===== src/rtl/lane_accumulator_pkg.sv =====
`default_nettype none
// ============================================================================
// Module   : lane_accumulator_pkg
// Brief    : Shared constants and FSM encodings for the lane accumulator.
// Revision : 1.0 - initial release
// ============================================================================
package lane_accumulator_pkg;

    localparam int c_num_lanes = 4;
    localparam int c_lane_w    = 2;
    localparam int c_acc_width = 12;    // shared with the downstream scaler IN_WIDTH

    localparam logic [1:0] c_st_idle  = 2'd0;
    localparam logic [1:0] c_st_issue = 2'd1;
    localparam logic [1:0] c_st_wait  = 2'd2;

    function automatic int clog2_min1(input int n);
        return (n > 1) ? $clog2(n) : 1;
    endfunction

endpackage
`default_nettype wire


===== src/rtl/lane_accumulator_sat_add.sv =====
`default_nettype none
// ============================================================================
// Module   : sat_add
// Brief    : Unsigned saturating adder, narrow addend into a wide accumulator.
// Revision : 1.0 - initial release
// ============================================================================
module sat_add
    import lane_accumulator_pkg::*;
#(
    parameter int ACC_WIDTH  = c_acc_width,
    parameter int DATA_WIDTH = 8
) (
    input  logic [ACC_WIDTH-1:0]  i_acc,
    input  logic [DATA_WIDTH-1:0] i_addend,
    output logic [ACC_WIDTH-1:0]  o_sum
);

    logic [ACC_WIDTH:0] w_wide;

    assign w_wide = {1'b0, i_acc} + (ACC_WIDTH + 1)'(i_addend);
    assign o_sum  = w_wide[ACC_WIDTH] ? {ACC_WIDTH{1'b1}} : w_wide[ACC_WIDTH-1:0];

endmodule
`default_nettype wire


===== src/rtl/lane_accumulator.sv =====
`default_nettype none
// ============================================================================
// Module   : lane_accumulator
// Brief    : Windowed saturating per-lane sums handed to the vector scaler.
// Revision : 1.0 - initial release
// ============================================================================
module lane_accumulator
    import lane_accumulator_pkg::*;
#(
    parameter int DATA_WIDTH = 8,
    parameter int ACC_WIDTH  = c_acc_width,
    parameter int WINDOW_LEN = 256
) (
    input  logic                            clk,
    input  logic                            reset,
    input  logic                            clear,
    input  logic                            sample_valid,
    input  logic [c_lane_w-1:0]             sample_lane,
    input  logic [DATA_WIDTH-1:0]           sample_data,
    input  logic                            scale_done,
    output logic [c_num_lanes*ACC_WIDTH-1:0] V_out,
    output logic [ACC_WIDTH-1:0]            max_value,
    output logic                            start,
    output logic                            overrun
);

    localparam int                 c_cnt_w = clog2_min1(WINDOW_LEN);
    localparam logic [c_cnt_w-1:0] c_last  = c_cnt_w'(WINDOW_LEN - 1);

    logic [ACC_WIDTH-1:0]             r_acc [c_num_lanes];
    logic [c_cnt_w-1:0]               r_count;
    logic [1:0]                       r_state;

    logic [ACC_WIDTH-1:0]             w_sum;
    logic                             w_close;
    logic [ACC_WIDTH-1:0]             w_snap [c_num_lanes];
    logic [c_num_lanes*ACC_WIDTH-1:0] w_snap_flat;
    logic [ACC_WIDTH-1:0]             w_max_01;
    logic [ACC_WIDTH-1:0]             w_max_23;
    logic [ACC_WIDTH-1:0]             w_snap_max;

    sat_add #(
        .ACC_WIDTH  (ACC_WIDTH),
        .DATA_WIDTH (DATA_WIDTH)
    ) u_sat_add (
        .i_acc    (r_acc[sample_lane]),
        .i_addend (sample_data),
        .o_sum    (w_sum)
    );

    assign w_close = sample_valid && (r_count == c_last);

    // Snapshot includes the closing sample on its own lane.
    genvar gi;
    generate
        for (gi = 0; gi < c_num_lanes; gi++) begin : g_snap
            assign w_snap[gi] = (sample_lane == c_lane_w'(gi)) ? w_sum : r_acc[gi];
            assign w_snap_flat[gi*ACC_WIDTH +: ACC_WIDTH] = w_snap[gi];
        end
    endgenerate

    assign w_max_01   = (w_snap[0] > w_snap[1]) ? w_snap[0] : w_snap[1];
    assign w_max_23   = (w_snap[2] > w_snap[3]) ? w_snap[2] : w_snap[3];
    assign w_snap_max = (w_max_01 > w_max_23) ? w_max_01 : w_max_23;

    // Accumulators restart on every window close, independent of the output FSM.
    always_ff @(posedge clk or posedge reset) begin
        if (reset) begin
            for (int i = 0; i < c_num_lanes; i++) r_acc[i] <= '0;
            r_count <= '0;
        end else if (clear) begin
            for (int i = 0; i < c_num_lanes; i++) r_acc[i] <= '0;
            r_count <= '0;
        end else if (sample_valid) begin
            if (w_close) begin
                for (int i = 0; i < c_num_lanes; i++) r_acc[i] <= '0;
                r_count <= '0;
            end else begin
                r_acc[sample_lane] <= w_sum;
                r_count            <= r_count + 1'b1;
            end
        end
    end

    always_ff @(posedge clk or posedge reset) begin
        if (reset) begin
            r_state   <= c_st_idle;
            V_out     <= '0;
            max_value <= '0;
            start     <= 1'b0;
            overrun   <= 1'b0;
        end else if (clear) begin
            r_state <= c_st_idle;
            start   <= 1'b0;
            overrun <= 1'b0;
        end else begin
            case (r_state)
                c_st_idle: begin
                    start <= 1'b0;
                    if (w_close) begin
                        V_out     <= w_snap_flat;
                        max_value <= w_snap_max;
                        start     <= 1'b1;
                        r_state   <= c_st_issue;
                    end
                end
                c_st_issue: begin
                    start   <= 1'b0;
                    r_state <= c_st_wait;
                    if (w_close) overrun <= 1'b1;
                end
                c_st_wait: begin
                    start <= 1'b0;
                    if (scale_done && w_close) begin
                        V_out     <= w_snap_flat;
                        max_value <= w_snap_max;
                        start     <= 1'b1;
                        r_state   <= c_st_issue;
                    end else if (scale_done) begin
                        r_state <= c_st_idle;
                    end else if (w_close) begin
                        overrun <= 1'b1;
                    end
                end
                default: begin
                    start   <= 1'b0;
                    r_state <= c_st_idle;
                end
            endcase
        end
    end

endmodule
`default_nettype wire


===== config.mk =====
export PLATFORM = sky130hd
export DESIGN_NAME = lane_accumulator
export DESIGN_NICKNAME = d
export VERILOG_FILES = /design/src/rtl/lane_accumulator_pkg.sv /design/src/rtl/lane_accumulator_sat_add.sv /design/src/rtl/lane_accumulator.sv
export SDC_FILE = /design/constraint.sdc
export NUM_CORES = 1
export LEC_CHECK = 0
export BUFFER_PORTS_ARGS = -buffer_cell sky130_fd_sc_hd__buf_2
export CORE_ASPECT_RATIO = 1.25
export CORE_MARGIN = 3
export CORE_UTILIZATION = 54
export DETAILED_ROUTE_END_ITERATION = 16
export GPL_TIMING_DRIVEN = 0
export PLACE_DENSITY_LB_ADDON = 0.2
export SLEW_MARGIN = 20
export SYNTH_ARGS = -nofsm -noshare
export SYNTH_HDL_FRONTEND = slang
export SYNTH_SLANG_ARGS = --single-unit
export TNS_END_PERCENT = 100

===== constraint.sdc =====
create_clock -name clk -period 7.1 [get_ports clk]
set_clock_uncertainty 0.2 [all_clocks]
set_input_delay 1.065 -clock clk [delete_from_list [all_inputs] [get_ports clk]]
set_output_delay 1.065 -clock clk [all_outputs]
set_load 0.005 [all_outputs]

==> impl_results.md <==
- Minimum clock period: 7290 ps
- WHS Path Cells: 2
- Max-cap viol count: 0
- CP Launch Type: input port
- Placed Area: between 8000 and 9000 um2
- Slew margin rel.: 47.4%
- Post-route cell area: ~10000 um2
- Post-DR wirelength/cell: 23.1 um
- Gr usage total: 34.7%
- Yosys Warn Count: 0
- FF+latch count, synth: between 100 and 150
- Flop2flop setup slack: about 180 ps
- CTS tree: built
- Placed cells: 1109
- EDFF count, synth: 0
- Synthesized Nets: slightly above 900
- Largest net degree at the start of global routing: just under 70
- Commonest cells post-synth: nand2_1, dfrtp_1, nor2_1
- Clk buf depth: 2
- Reg2reg start: r_acc[36]$_DFFE_PP0P_
- Detailed Route WL: between 20000 and 30000 um
- Initial Util: between 50% and 60%
- Avg Vias per Cell: between 6 and 7
- Synthesized instance count: 862
- Gr ovfl total: 0
- Clock Latency Late Sink: around 430 ps
- FF-to-FF End: max_value[5]$_DFFE_PP0P_
- Share of the synthesized area in the top cell type: around 40%
- Num Clock Sinks: between 100 and 150
- Leakage: ~4.7 nW
- Hold Path Origin: V_out[38]$_DFFE_PP0P_
- Share of cells above drive strength 1: ~31%
- Routed Antenna Nets: 0
- Cell variety after synth: 65
- Failing checks: setup timing
- CTS Root Buffer Type: clkbuf_16
- TritonCTS Buffers: 17
- Asr flop ratio synth: 100%
- IO Port Bufs: 75
- Syn avg cell area: 8.70 um2
- Via Count: 7973
- WHS: 271 ps
- Final WS setup: -186 ps
- # diodes: 0
- Fmax: 137 MHz
- Final nets: roughly 1100
- Total core area: between 10000 and 15000 um2
- Status: finished, violations left
- DIE AREA: around 15000 um2
- Sequential share of the synthesized area: 40.0%
- Area grow syn2layout: 36.3%
- CTS Hold Bufs: 0
- GPL Wtd Cong: between 1 and 1.5
- Top-count cell post-synth: nand2_1
- Top area cells in the synthesized netlist: dfrtp_1, nand2_1, ha_1
- Hold Crit Endpoint: V_out[38]$_DFFE_PP0P_
- Vias in the first global route: ~7300
- Hold Path Class: flop to flop
- Antenna violations before repair: 0
- Worst-Margin Slew: 787 ps
- Initial DRC Count: about 950
- Fin. max-slew vios: 0
- Peak supply drop: 0.194 mV
- Fin. Hold Viols: 0
- DIE WIDTH: around 110 um
- Critical Setup Path Class: input port to flop
- Detailed Place HPWL: around 18000 um
- Reg clk slew, reported paths: 50 ps
- Crit. End Element: flop
- Worst Path Max Fanout: 7
- First-pass detailed-route iteration total: 6
- Row count: 47
- Finish-stage setup viols: 8
- WP data arrival: 7380 ps
- Netlist Area Pre-Place: 7500 um2
- Worst EP required: around 7000 ps
- Non-Filler Instances: roughly 1200
- Dominant cell type by area after synthesis: dfrtp_1
- R2r worst-path depth: 26
- P per Cell Area: between 200 and 300 nW/um2
- Pwr Total: roughly 2.7 mW
- Io pins: slightly below 80
- Global-route wire length before repair: 40800 um
- H-tree depth: 4
- RSZ-0062 raised after global routing: true
- Die Y: between 100 and 150 um
- Final worst-path cycle share: 103%
- Synth Flop Type: dfrtp_1
- DRC viols: 0
[worst max-delay path by stage]
stage / from / end / slack [ps] / depth (start not counted)
final: sample_lane[0] / max_value[5]$_DFFE_PP0P_ / -190 / 28
after global routing: sample_lane[0] / max_value[5]$_DFFE_PP0P_ / -270 / 28
after CTS: sample_lane[1] / max_value[5]$_DFFE_PP0P_ / 2 / 30
after detailed placement: sample_lane[1] / max_value[5]$_DFFE_PP0P_ / -1860 / 29
after global placement: sample_lane[1] / max_value[5]$_DFFE_PP0P_ / -1880 / 29
after floorplan: sample_lane[0] / max_value[5]$_DFFE_PP0P_ / -140 / 33
[stage by stage]
stage | TNS (ps) | utilization (%) | setup WS [ps]
6_report | -736 | 76.2 | -186
5_1_grt | -1850 | 76.2 | -273
4_1_cts | 0 | 73.2 | 1.55
3_5_place_dp | -19940 | 62.3 | -1860
3_3_place_gp | -20110 | 62.0 | -1880
2_1_floorplan | -390 | - | -145
[critical path: stages]
cell and delay (ps):
buf_16 90, buf_12 110, mux4_2 550, ha_4 210
fa_2 390, a211oi_4 330, o21a_4 230, nor3_4 60
mux2i_4 230, buf_4 170, o21ai_4 240, ha_4 270
a21oi_1 150, nand2_1 120, a221oi_4 340, buf_4 180
a21o_4 160, mux2_4 310, a32oi_2 200, o211ai_1 190
ha_1 380, o21a_1 130, o21a_1 180, o21a_1 220
a2bb2oi_4 200, and2_4 150, a222oi_1 420, nand2_1 80
[per-layer routing]
| layer | routed length (um) | vias to the layer above | track usage [%] |
|---|---|---|---|
| met2 | 12800 | 586 | 54.8 |
| met3 | 2740 | 163 | 7.07 |
| met4 | 1940 | 0 | 21.9 |
| li1 | - | 3435 | - |
| met5 | 0 | - | 0 |
| met1 | 10400 | 3789 | 43.9 |
[cell usage in the layout (no fill, tap or decap), types with 4 or more instances in the layout]
master	netlist	final
nor3_1	10	7
inv_1	17	15
clkbuf_8	0	7
ha_4	0	11
o21ai_1	15	20
nand3_1	10	10
a21oi_1	55	36
buf_6	1	5
o22ai_1	7	4
xnor2_1	7	6
clkbuf_16	0	18
o211ai_1	15	15
a21o_1	12	10
dfrtp_1	120	120
nor2_1	105	96
buf_2	3	74
o21ai_0	53	34
mux4_2	12	12
nor2_4	0	10
clkbuf_1	42	37
a211oi_1	42	38
mux2i_1	10	6
mux2_2	12	10
o21a_1	12	10
ha_1	45	33
buf_8	0	4
nand2_1	162	160
xor2_1	5	5
buf_4	1	67
clkinv_2	0	4
a21oi_2	0	17
nand4_1	7	7
o21ai_2	0	11
[registers in the layout, indices dropped and copies added (netlist names)]
| register | cells |
|---|---|
| V_out | 48 |
| max_value | 12 |
| overrun | 1 |
| r_acc | 48 |
| r_count | 8 |
| r_state | 2 |
| start | 1 |
[cell type report]
cell class | count | area [um2]
plain buffers | 47 | 320
inverters | 18 | 75.1
fillers | 946 | 3190
well taps | 171 | 214
repair buffers | 148 | 998
clock buffers | 23 | 488
flip-flops and latches | 120 | 3000
clock inverters | 8 | 95.1
multi-input cells | 674 | 5030
[repair_timing]
item | CTS | global route
endpoints found under the setup margin | 12 | 12
resized for setup | 102 | 57
pin swaps | 27 | 52
cloned | 2 | 0
setup buffers | 53 | 19
[power breakdown]
part           leakage, nW  total, mW  internal, mW  switching [mW]
registers             1.66      0.727         0.700          0.0275
logic                 2.72       1.08         0.480           0.595
clock network        0.285      0.864         0.548           0.316
[kinds of logic (layout without fill, tap and decap cells)]
group	count (synthesis)	after routing	share of synthesized area (%)
AOI/OAI and AO/OA	254	254	21.9
and+or+nand+nor	327	328	18.5
xor gates and xnor gates	12	12	1.40
adders and majority gates	46	46	7.78
DFF	120	120	40.0
buffers and inverters	69	244	3.65
muxes	34	34	6.74
Power figures use the tool's default switching activity.
